$ cat src/rtl/sync_event_arbiter_pkg.sv
// Shared types and parameter limits for the event arbiter.
package sync_event_arbiter_pkg;

  typedef enum logic {
    IDLE    = 1'b0,
    PRESENT = 1'b1
  } state_t;

  localparam int NREQ_MIN  = 2;
  localparam int NREQ_MAX  = 16;
  localparam int CNT_W_MIN = 1;
  localparam int CNT_W_MAX = 8;

  function automatic bit params_legal(input int nreq, input int cnt_w);
    return (nreq >= NREQ_MIN) && (nreq <= NREQ_MAX) &&
           (cnt_w >= CNT_W_MIN) && (cnt_w <= CNT_W_MAX);
  endfunction

endpackage

$ cat src/rtl/rr_arbiter.sv
// Combinational round-robin picker: first requesting index after last_id, wrapping to 0.
module rr_arbiter #(
  parameter int N   = 4,
  parameter int IDW = $clog2(N)
) (
  input  logic [N-1:0]   req,
  input  logic [IDW-1:0] last_id,
  output logic           gnt_valid,
  output logic [IDW-1:0] gnt_id
);

  logic           any_hit;
  logic           hi_hit;
  logic [IDW-1:0] any_id;
  logic [IDW-1:0] hi_id;

  // Scanning downward lets the lowest matching index overwrite earlier hits.
  always_comb begin
    any_hit = 1'b0;
    hi_hit  = 1'b0;
    any_id  = '0;
    hi_id   = '0;
    for (int i = N - 1; i >= 0; i--) begin
      if (req[i]) begin
        any_hit = 1'b1;
        any_id  = IDW'(i);
        if (IDW'(i) > last_id) begin
          hi_hit = 1'b1;
          hi_id  = IDW'(i);
        end
      end
    end
  end

  assign gnt_valid = any_hit;
  assign gnt_id    = hi_hit ? hi_id : any_id;

endmodule

$ cat src/rtl/sync_event_arbiter.sv
// Counts rising edges per channel and hands out coalesced event records round-robin.
module sync_event_arbiter
  import sync_event_arbiter_pkg::*;
#(
  parameter int NREQ  = 4,
  parameter int CNT_W = 4
) (
  input  logic                    clk,
  input  logic                    rst,
  input  logic [NREQ-1:0]         ev_in,
  input  logic [NREQ-1:0]         ev_mask,
  output logic                    out_valid,
  input  logic                    out_ready,
  output logic [$clog2(NREQ)-1:0] out_id,
  output logic [CNT_W-1:0]        out_cnt,
  output logic [NREQ-1:0]         ovf,
  input  logic [NREQ-1:0]         ovf_clr,
  output state_t                  fsm_state
);

  localparam int IDW = $clog2(NREQ);

  if (!params_legal(NREQ, CNT_W)) begin : g_bad_params
    $error("sync_event_arbiter: NREQ or CNT_W out of range");
  end

  // Handshake: a record transfers on any rising edge where out_valid and
  // out_ready are both high; while out_valid is high and out_ready is low the
  // record (out_id, out_cnt) is frozen and cannot be withdrawn.

  state_t           state;
  logic [NREQ-1:0]  ev_q;
  logic [CNT_W-1:0] pend_cnt [NREQ];
  logic [IDW-1:0]   last_id;

  logic [NREQ-1:0]  rise_en;
  logic [NREQ-1:0]  eligible;
  logic [NREQ-1:0]  ovf_set;
  logic [NREQ-1:0]  granted;
  logic             gnt_valid;
  logic [IDW-1:0]   gnt_id;
  logic             take;

  rr_arbiter #(
    .N   (NREQ),
    .IDW (IDW)
  ) u_rr (
    .req       (eligible),
    .last_id   (last_id),
    .gnt_valid (gnt_valid),
    .gnt_id    (gnt_id)
  );

  // A grant happens whenever the output slot is free or is being freed this edge.
  assign take = gnt_valid && ((state == IDLE) || out_ready);

  // An edge coinciding with the grant of its own channel restarts the count
  // instead of overflowing it, so it never raises ovf.
  always_comb begin
    rise_en  = ev_in & ~ev_q & ~ev_mask;
    eligible = '0;
    granted  = '0;
    ovf_set  = '0;
    for (int i = 0; i < NREQ; i++) begin
      eligible[i] = (pend_cnt[i] != '0) && !ev_mask[i];
      granted[i]  = take && (gnt_id == IDW'(i));
      ovf_set[i]  = rise_en[i] && (&pend_cnt[i]) && !granted[i];
    end
  end

  always_ff @(posedge clk) begin
    ev_q <= ev_in;
    if (rst) begin
      state     <= IDLE;
      out_valid <= 1'b0;
      out_id    <= '0;
      out_cnt   <= '0;
      ovf       <= '0;
      last_id   <= IDW'(NREQ - 1);
      for (int i = 0; i < NREQ; i++) begin
        pend_cnt[i] <= '0;
      end
    end else begin
      ovf <= (ovf & ~ovf_clr) | ovf_set;

      for (int i = 0; i < NREQ; i++) begin
        if (granted[i]) begin
          pend_cnt[i] <= CNT_W'(rise_en[i]);
        end else if (rise_en[i] && !(&pend_cnt[i])) begin
          pend_cnt[i] <= pend_cnt[i] + CNT_W'(1);
        end
      end

      case (state)
        IDLE: begin
          if (gnt_valid) begin
            state     <= PRESENT;
            out_valid <= 1'b1;
          end
        end
        PRESENT: begin
          if (out_ready && !gnt_valid) begin
            state     <= IDLE;
            out_valid <= 1'b0;
          end
        end
        default: begin
          state     <= IDLE;
          out_valid <= 1'b0;
        end
      endcase

      if (take) begin
        out_id  <= gnt_id;
        out_cnt <= pend_cnt[gnt_id];
        last_id <= gnt_id;
      end
    end
  end

  assign fsm_state = state;

endmodule
$ cat config.mk
export PLATFORM = sky130hd
export DESIGN_NAME = sync_event_arbiter
export DESIGN_NICKNAME = d
export VERILOG_FILES = /design/src/rtl/sync_event_arbiter_pkg.sv /design/src/rtl/rr_arbiter.sv /design/src/rtl/sync_event_arbiter.sv
export SDC_FILE = /design/constraint.sdc
export NUM_CORES = 1
export LEC_CHECK = 0
export BUFFER_PORTS_ARGS = -buffer_cell sky130_fd_sc_hd__buf_2
export CORE_MARGIN = 2
export CORE_UTILIZATION = 40
export CTS_CLUSTER_SIZE = 25
export DETAILED_ROUTE_END_ITERATION = 8
export PLACE_DENSITY_LB_ADDON = 0.3
export SKIP_LAST_GASP = 1
export SYNTH_ARGS = -nofsm -noshare
export SYNTH_HDL_FRONTEND = slang
export SYNTH_SLANG_ARGS = --single-unit
$ cat constraint.sdc
create_clock -name clk -period 4 [get_ports clk]
set_input_delay 0.2 -clock clk [delete_from_list [all_inputs] [get_ports clk]]
set_output_delay 0.2 -clock clk [all_outputs]
set_load 0.01 [all_outputs]
==> flow_metrics.py, run 1 <==
metrics = {
    "outcome": {
        "status": "completed",
    },
    "yosys": {
        "synth_area_leader_cell": "edfxtp_1",
        "syn_inst": 184,
        "ys_types": 54,
        "ys_ff_latch": 34,
        "ys_seq_area_share_pct": 42.2,
        "synth_top_area_share_pct": 24.1,
        "synth-main-ff-cell": "dfxtp_1",
        "synthArstFlopShare_pct": 0,
        "syn_avg_cell_area_um2": 10.8,
        "synthTopCellsByArea": "edfxtp_1 24%, dfxtp_1 18%, ha_1 5.0%",
        "yosysWarnings": 0,
        "syn_nets": 207,
        "synth_edf_count": 16,
        "netlist_area_um2": 1990,
    },
    "sta": {
        "fin_setup_tns_ns": 0,
        "finalCritPeriodShare_pct": 67.8,
        "hold_viol_final": 0,
        "slew_violations": 0,
        "post-route-min-period_ns": 2.71,
        "worst_clock_skew_ns": 0.00799,
        "rsz0062_at_grt": "no",
        "slew_headroom_pct": 58.4,
        "fin_hold_ws_ns": 0.0186,
        "fmax_ghz": 0.369,
        "worst_slew_pin_slew_ns": 0.619,
        "setup_violations": 0,
    },
    "critical_path": {
        "required_ns": 3.94,
        "rr_endpoint": "pend_cnt[2][1]",
        "path_class": "flop to flop",
        "cp-start-kind": "flop",
        "r2r_setup_slack_ns": 1.29,
        "r2r_cells": 7,
        "arrival_ns": 2.65,
        "critPathMaxFanout": 7,
        "worstReg2RegStart": "pend_cnt[3][0]",
        "worst_setup_path_end_kind": "flop",
    },
    "global_routing": {
        "antenna_found_initial": 0,
        "grt_start_max_net_pins": 20,
        "grt_pass1_wl_um": 7190,
        "grt_overflow_total": 0,
        "grt_pass1_vias": 1480,
        "grtUsageTotal_pct": 17.6,
    },
    "drt": {
        "wl_per_cell_um": 15.0,
        "wl_um": 4230,
        "routed_via_density": 5.35,
        "ant_nets": 0,
        "dr_total_vias": 1510,
        "drc": 0,
        "dr.pass1.iters": 4,
        "drt_iter0_drc": 46,
    },
    "clocking": {
        "clk_path_buf_depth": 2,
        "cts_tree": "done",
        "numClockSinks": 34,
        "cts-root-buf": "clkbuf_8",
        "cts_buffers": 5,
        "path_clk_slew_ns": 0.07,
        "cts_hold_buffers": 0,
        "htreeDepth": 2,
        "clock_latency_ns": 0.29,
        "cts_post_setup_buffers_inserted": 0,
        "cts_resized": 0,
    },
    "power_and_ir_drop": {
        "p_leak_nw": 0.946,
        "irDropWorstVdd_uv": 182,
        "power_uw": 998,
        "power_density_nw_per_um2": 439,
    },
    "final_layout": {
        "final_common_cell": "buf_2",
        "syn2layout_area_growth_pct": 14.2,
        "n_antenna_cell": 0,
        "layout_common_cells": "26 x buf_2, 18 x dfxtp_1, 16 x edfxtp_1",
        "layout-drive-gt1-share_pct": 23.7,
        "num-nets-final": 237,
    },
    "floorplanning": {
        "design.core.area_um2": 4750,
        "die_area_um2": 5560,
        "die_h_um": 74.5,
        "ios": 27,
        "rows": 25,
        "initial_utilization_pct": 41.9,
        "die_x_um": 74.5,
    },
    "worst_hold_path": {
        "holdCritPathClass": "input port to flop",
        "min_to": "ev_q[1]",
        "min_from": "ev_in[1]",
        "holdPathStages": 1,
    },
    "placement": {
        "place.gp.congestion": 0.779,
        "io_buffers": 26,
        "place.detailed.hpwl_um": 3100,
    },
    "flow_run": {
        "max_cap_violations": 0,
    },
}
[through the flow]
| step | utilization (%) | instance area [µm²] | setup slack (ns) | instances |
|---|---|---|---|---|
| floorplan | - | 1990 | 1.52 | 184 |
| global placement | 46.1 | 2190 | 1.32 | 274 |
| detailed placement | 46.1 | 2190 | 1.23 | 274 |
| CTS | 47.8 | 2270 | 1.27 | 282 |
| global route | 47.8 | 2270 | 1.02 | 282 |
| finish | 47.8 | 2270 | 1.29 | 282 |
[worst max path at each step]
stage | end | from | cells after the start | slack (ns)
4_1_cts | pend_cnt[2][1] | pend_cnt[1][0] | 7 | 1.27
3_5_place_dp | pend_cnt[2][0] | pend_cnt[1][0] | 7 | 1.23
5_1_grt | pend_cnt[2][1] | pend_cnt[1][0] | 7 | 1.02
3_3_place_gp | pend_cnt[2][0] | pend_cnt[1][0] | 7 | 1.32
6_report | pend_cnt[2][1] | pend_cnt[3][0] | 7 | 1.29
2_1_floorplan | pend_cnt[2][0] | pend_cnt[3][0] | 7 | 1.52
[critical path: stages, from the launching register on]
cell and delay, ns:
edfxtp_1 0.40, inv_1 0.08, ha_1 0.20, nor3b_4 0.18, or2_1 0.27, a221oi_4 0.51, nand2_1 0.20, o311ai_1 0.53
[synth_stat cells, drive strengths merged (4+ instances only)]
cell    instances
a21oi           5
and4            5
dfxtp          18
edfxtp         16
ha              8
inv            14
mux2i           8
nand2          10
nand2b          4
nand3          14
nor2            9
nor3            5
nor3b           7
nor4            5
o211ai          4
o21a            4
o21ai           5
o221ai          4
xnor2           4
xor2            4
[cells by family (layout without fill, tap and decap cells)]
family / count (synthesis) / after routing / share of synthesized area, %
multiplexers: 8 / 8 / 4.02
XOR/XNOR: 8 / 8 / 3.52
flip-flops: 34 / 34 / 42.2
adder cells (fa/ha/maj): 8 / 8 / 5.03
AND/OR/NAND/NOR: 68 / 68 / 22.2
buffers and inverters: 18 / 49 / 3.46
AO/OA/AOI/OAI: 40 / 40 / 19.5
[per-layer routing]
| layer | wire length (µm) | vias up | global-route usage, % |
|---|---|---|---|
| met4 | 96 | 0 | 8.33 |
| met1 | 2130 | 715 | 23.9 |
| met3 | 109 | 8 | 3.66 |
| met5 | 0 | - | 0 |
| met2 | 1890 | 23 | 26.8 |
| li1 | - | 764 | - |
[state kept, by name, indices dropped and copies added (netlist names)]
| signal | count |
|---|---|
| ev_q | 4 |
| fsm_state | 1 |
| last_id | 2 |
| out_id | 2 |
| out_valid | 1 |
| out_cnt | 4 |
| pend_cnt | 16 |
| ovf | 4 |
[area by class of cell]
cell class	count	area (µm²)
clock buffer	6	72.6
clock inverter	2	8.76
tap	67	83.8
timing repair buffer	26	130
sequential	34	841
multi-input combinational	132	1080
fill	467	2480
inverter	15	56.3
[report_power, final]
group	total [mW]	internal, mW	switching [mW]
clock	0.241	0.119	0.122
combinational	0.295	0.122	0.173
sequential	0.462	0.414	0.0481
Power figures use the tool's default switching activity.
==> run 2, diff against run 1 <==
clock period = 2.6 ns   (was 4 ns; I/O delays follow)
==> run 2 against run 1 <==
  * Utilization grew 3.6 points
  * Clock power grew 53%
  * Worst hold slack gained 0.074 ns
  * Die area is the same
  * Final area grew 7.5%
  * Largest cell class unchanged
  * Non-clock buffer count grew 21
  * Combinational power grew 82%
  * Critical path depth is the same
  * Highest routed layer unchanged
  * Clock-buffer cell count is the same
==> flow_metrics.py, run 2 (synthesized netlist as in run 1, its figures left out) <==
metrics = {
    "sta": {
        "hold_viol_final": 0,
        "worst_slew_pin_slew_ns": 0.618,
        "worst_clock_skew_ns": 0.00351,
        "slew_headroom_pct": 58.5,
        "post-route-min-period_ns": 2.46,
        "finalCritPeriodShare_pct": 94.7,
        "setup_violations": 0,
        "fin_setup_tns_ns": 0,
        "rsz0062_at_grt": "yes",
        "fmax_ghz": 0.406,
        "slew_violations": 0,
        "fin_hold_ws_ns": 0.0927,
    },
    "global_routing": {
        "grt_pass1_vias": 1526,
        "met1_usage_pct": 24.6,
        "antenna_found_initial": 0,
        "grt_util_met3_pct": 4.07,
        "grt_start_max_net_pins": 20,
        "grt_pass1_wl_um": 7400,
        "grt_overflow_total": 0,
        "grtUsageMet2_pct": 27.0,
        "top_usage_layer": "met2",
        "grtUsageTotal_pct": 17.7,
    },
    "floorplanning": {
        "ios": 27,
        "rows": 25,
        "die_x_um": 74.5,
        "design.core.area_um2": 4750,
        "die_area_um2": 5560,
        "initial_utilization_pct": 41.9,
        "die_h_um": 74.5,
    },
    "power_and_ir_drop": {
        "seqPwrFrac_pct": 43.5,
        "power.share.clock_pct": 23.0,
        "p_leak_nw": 1.05,
        "power_density_nw_per_um2": 655,
        "pwr-share-comb_pct": 33.6,
        "irDropWorstVdd_uv": 273,
        "p_sw_uw": 535,
        "power.internal_mw": 1.07,
        "p_sw_share_pct": 33.4,
    },
    "critical_path": {
        "arrival_ns": 2.46,
        "worstReg2RegStart": "pend_cnt[3][0]",
        "crit_start": "pend_cnt[3][0]",
        "path_class": "flop to flop",
        "worst_setup_path_end_kind": "flop",
        "path_buf_inv": 1,
        "critPathMaxFanout": 8,
        "required_ns": 2.59,
        "crit_family": "compound AO/OA/AOI/OAI gates",
        "critPathSlowestCell": "edfxtp_1",
        "cp-start-kind": "flop",
        "slowest_delay_ns": 0.43,
        "crit_chain": "inv_1, ha_1, nor3b_4, o22ai_2, a211o_4, o41ai_4, nand2b_2",
        "r2r_setup_slack_ns": 0.14,
    },
    "drt": {
        "ant_nets": 0,
        "drt_iter0_drc": 98,
        "dr.pass1.iters": 4,
        "drc": 0,
        "wl_um": 4310,
        "dr_total_vias": 1570,
        "wl_per_cell_um": 14.2,
        "routed_via_density": 5.18,
    },
    "placement": {
        "place.gp.congestion": 0.787,
        "place.detailed.hpwl_um": 3300,
        "io_buffers": 26,
    },
    "clocking": {
        "cts_buffers": 5,
        "numClockSinks": 34,
        "clk_path_buf_depth": 2,
        "clock_latency_ns": 0.28,
        "cts-root-buf": "clkbuf_8",
        "htreeDepth": 2,
        "path_clk_slew_ns": 0.07,
        "cts_tree": "done",
    },
    "final_layout": {
        "layout_common_cells": "26 x buf_2, 18 x dfxtp_1, 17 x buf_4",
        "largest_reg_flops": 16,
        "regMostFlops": "pend_cnt",
        "final_common_cell": "buf_2",
        "num-nets-final": 258,
        "finalCoreUtilization_pct": 51.4,
        "n_antenna_cell": 0,
        "syn2layout_area_growth_pct": 22.8,
        "layout-drive-gt1-share_pct": 29.7,
    },
    "worst_hold_path": {
        "holdCritPathClass": "input port to flop",
        "min_from": "ovf_clr[0]",
    },
    "outcome": {
        "status": "completed",
    },
    "flow_run": {
        "max_cap_violations": 0,
    },
}
## run 2: cell count changes in the layout (fill, tap and decap cells not counted), sizes merged
cell         previous run  this run
dlygate4sd3             0         4
buf                    26        43
## run 2: tightest hold or removal path: stages
cell	delay [ns]
buf_2	0.07
nor2_1	0.03
nand2_1	0.05
o21ai_1	0.05
## run 2: power groups by stage
stage	Sequential [mW]	Clock (mW)	Combinational (mW)
after global placement	0.705	0	0.515
after detailed placement	0.706	0	0.517
after global routing	0.705	0.408	0.589
after floorplan	0.713	0	0.340
after CTS	0.695	0.379	0.524
final	0.695	0.368	0.537
## run 2: final cells by class
class	count	area [µm²]
Inverter	15	56.3
Clock buffer	6	72.6
Fill cell	454	2310
Sequential cell	34	841
Multi-Input combinational cell	132	1080
Timing Repair Buffer	47	298
Clock inverter	2	8.76
Tap cell	67	83.8
## run 2: repair_timing
item / 4_1_cts / 5_1_grt
gates resized for setup: 0 / 2
buffers inserted: 0 / 3
hold buffers: 4 / 0
endpoints found under the setup margin: 0 / 12
hold endpoints to repair: 4 / 0
## run 2: per-layer routing
| layer | up-vias | routed length, µm | share of wire [%] |
|---|---|---|---|
| met1 | 722 | 2110 | 49 |
| met5 | - | 0 | 0 |
| met4 | 0 | 76 | 1.8 |
| li1 | 810 | - | - |
| met2 | 31 | 1970 | 46 |
| met3 | 7 | 162 | 3.8 |
## run 2: final timing paths
kind / endpoint / cells past startpoint
min: ovf[0] / 4
min reg2reg: out_id[1] / 2
max: pend_cnt[0][3] / 7
max reg2reg: pend_cnt[0][3] / 7
## run 2: stage by stage
step,cells,power [mW],setup slack (ns),cell area (µm²)
detailed placement,288,1.22,0.124,2300
floorplan,184,1.05,0.116,1990
global route,303,1.70,-0.0258,2440
finish,303,1.60,0.138,2440
global placement,288,1.22,0.142,2300
CTS,300,1.60,0.112,2420
==> run 3, diff against run 2 <==
ABC_AREA = 1   (was not set)
==> run 3 against run 2 <==
  * Sequential share of layout area grew 0.68 points
  * Critical path depth grew 5
  * Utilization is 4.2 points lower
  * Power is 0.76% higher
  * Fmax rose by 7.7%
  * Sequential cell count did not move
  * Clock skew is 0.0022 ns higher
  * Synthesized cell count up 40%
  * Sequential power hardly changed
  * Non-clock buffer count shrank 17
  * Critical endpoint is now pend_cnt[3][2]
  * Largest power group unchanged
==> flow_metrics.py, run 3 <==
metrics = {
    "yosys": {
        "ys_ff_latch": 34,
        "netlist_area_um2": 2090,
        "synth_top_area_share_pct": 23.0,
        "syn_nets": 280,
        "synth_edf_count": 16,
        "yosysWarnings": 0,
        "synth-main-ff-cell": "dfxtp_1",
        "synth_common_cells": "37 x nand2_1, 36 x nor2_1, 34 x inv_1, 34 x nand3_1, 18 x dfxtp_1",
        "ys_seq_area_share_pct": 40.2,
        "synthArstFlopShare_pct": 0,
        "synth_area_leader_cell": "edfxtp_1",
        "ys_types": 37,
        "syn_inst": 257,
        "synthTopCellsByArea": "edfxtp_1 23%, dfxtp_1 17%, nand3_1 8.1%",
        "syn_avg_cell_area_um2": 8.14,
        "yosysMostFrequentCell": "nand2_1",
    },
    "power_and_ir_drop": {
        "p_leak_nw": 1.14,
        "irDropWorstVdd_uv": 255,
        "power.internal_mw": 1.04,
        "seqPwrFrac_pct": 43.1,
        "p_sw_share_pct": 35.8,
        "p_sw_uw": 577,
        "power_mw": 1.61,
        "power_density_nw_per_um2": 673,
        "power.share.clock_pct": 23.3,
        "pwr-share-comb_pct": 33.6,
    },
    "global_routing": {
        "grt_overflow_total": 0,
        "grt_start_max_net_pins": 16,
        "grt_pass1_vias": 1686,
        "antenna_found_initial": 0,
        "grtUsageTotal_pct": 15.0,
        "grt_pass1_wl_um": 7130,
    },
    "drt": {
        "dr.pass1.iters": 4,
        "ant_nets": 0,
        "wl_um": 4030,
        "dr_total_vias": 1681,
        "drc": 0,
        "routed_via_density": 4.68,
        "wl_per_cell_um": 11.2,
        "drt_iter0_drc": 67,
    },
    "sta": {
        "setup_violations": 0,
        "slew_violations": 0,
        "post-route-min-period_ns": 2.29,
        "fin_setup_tns_ns": 0,
        "slew_headroom_pct": 63.2,
        "fmax_ghz": 0.438,
        "finalCritPeriodShare_pct": 87.9,
        "fin_hold_ws_ns": 0.0393,
        "hold_viol_final": 0,
        "worst_slew_pin_slew_ns": 0.552,
        "fin_ws_ns": 0.315,
        "rsz0062_at_grt": "no",
        "worst_clock_skew_ns": 0.00573,
    },
    "final_layout": {
        "final_common_cell": "nand2_1",
        "layout_common_cells": "37 x nand2_1, 36 x nor2_1, 34 x inv_1, 34 x nand3_1, 26 x buf_2",
        "n_antenna_cell": 0,
        "design_area_um2": 2400,
        "num-nets-final": 313,
        "layout-drive-gt1-share_pct": 26.6,
        "largest_reg_flops": 16,
        "regMostFlops": "pend_cnt",
        "layout.cells.non_filler": 359,
        "syn2layout_area_growth_pct": 14.7,
        "finalCoreUtilization_pct": 47.2,
    },
    "critical_path": {
        "critPathSlowestCell": "edfxtp_1",
        "crit_family": "simple AND/OR/NAND/NOR gates",
        "r2r_cells": 12,
        "critPathMaxFanout": 13,
        "path_class": "flop to flop",
        "crit_chain": "inv_1, ha_1, nand3_2, nand3b_1, nand2_1, nor2_4, nand2_8, nand2_8, inv_2, nand2_2, nand4_2, nand3_1",
        "required_ns": 2.57,
        "cp_common_cell": "nand2_8",
        "crit_cells": 12,
        "cp-start-kind": "flop",
        "arrival_ns": 2.26,
        "path_buf_inv": 2,
        "slowest_delay_ns": 0.42,
        "worst_setup_path_end_kind": "flop",
    },
    "worst_hold_path": {
        "holdCritPathClass": "input port to flop",
        "holdPathStages": 2,
    },
    "placement": {
        "dp_cells": 349,
        "place.gp.congestion": 0.810,
        "place.detailed.hpwl_um": 3190,
        "io_buffers": 26,
        "placed_area_um2": 2270,
        "dp_slack_ns": 0.310,
    },
    "floorplanning": {
        "die_area_um2": 5820,
        "ios": 27,
        "die_h_um": 76.3,
        "design.core.area_um2": 5070,
        "die_x_um": 76.3,
        "initial_utilization_pct": 41.2,
        "rows": 26,
    },
    "clocking": {
        "cts_buffers": 5,
        "clk_path_buf_depth": 2,
        "clock_latency_ns": 0.28,
        "cts_tree": "done",
        "htreeDepth": 2,
        "cts-root-buf": "clkbuf_8",
        "path_clk_slew_ns": 0.06,
        "numClockSinks": 34,
    },
    "outcome": {
        "status": "completed",
    },
    "flow_run": {
        "max_cap_violations": 0,
    },
}
==> run 3: cell count changes after synthesis, sizes merged, moves of 4 or more <==
cell,delta
and4,-5
inv,+28
mux2i,-8
nand2,+41
nand2b,-4
nand3,+27
nor2,+35
nor3b,-6
nor4,-5
o211ai,-4
o21a,-4
o221ai,-4
==> run 3: worst paths after layout <==
path,from,to,slack [ns]
setup / recovery,pend_cnt[2][0],pend_cnt[3][2],0.31
hold / removal,ovf_clr[2],ovf[2],0.04
setup reg to reg,pend_cnt[2][0],pend_cnt[3][2],0.31
hold reg to reg,ovf[0],ovf[0],0.46
==> run 3: metal layers <==
layer	vias to the layer above	wire length, µm	track usage (%)	part of all wire (%)
met5	-	0	0	0
met1	762	1930	18.3	48
met2	23	1940	26.2	48
met4	0	50	4.91	1.2
met3	7	112	3.20	2.8
li1	889	-	-	-
==> run 3: power groups by stage <==
stage | clock network (mW) | registers, mW | logic, mW
6_report | 0.375 | 0.695 | 0.543
5_1_grt | 0.410 | 0.705 | 0.613
2_1_floorplan | 0 | 0.707 | 0.434
3_3_place_gp | 0 | 0.705 | 0.536
3_5_place_dp | 0 | 0.708 | 0.540
4_1_cts | 0.391 | 0.696 | 0.548
==> run 3: cell families after synthesis <==
logic type,share of synthesized area [%]
flip-flops,40.2
buffers and inverters,9.16
XOR/XNOR,2.09
adder cells (fa/ha/maj),4.79
AND/OR/NAND/NOR,38.5
AO/OA/AOI/OAI,5.27
==> run 3: worst register-to-register path, stage by stage (launching register included) <==
cell and delay, ns:
edfxtp_1 0.42, inv_1 0.13, ha_1 0.17, nand3_2 0.08
nand3b_1 0.16, nand2_1 0.11, nor2_4 0.15, nand2_8 0.10
nand2_8 0.12, inv_2 0.05, nand2_2 0.11, nand4_2 0.13
nand3_1 0.23
==> run 3: layout make-up <==
type / instances / area, µm²
clock buffers: 6 / 82.6
well taps: 70 / 87.6
repair buffers: 30 / 170
multi-input cells: 177 / 1060
fillers: 525 / 2680
inverters: 42 / 158
flip-flops and latches: 34 / 841
==> run 3: timing repair <==
item,CTS,global route
hold buffers,4,0
buffers inserted,0,0
gates resized for setup,0,0
endpoints found under the hold margin,4,0
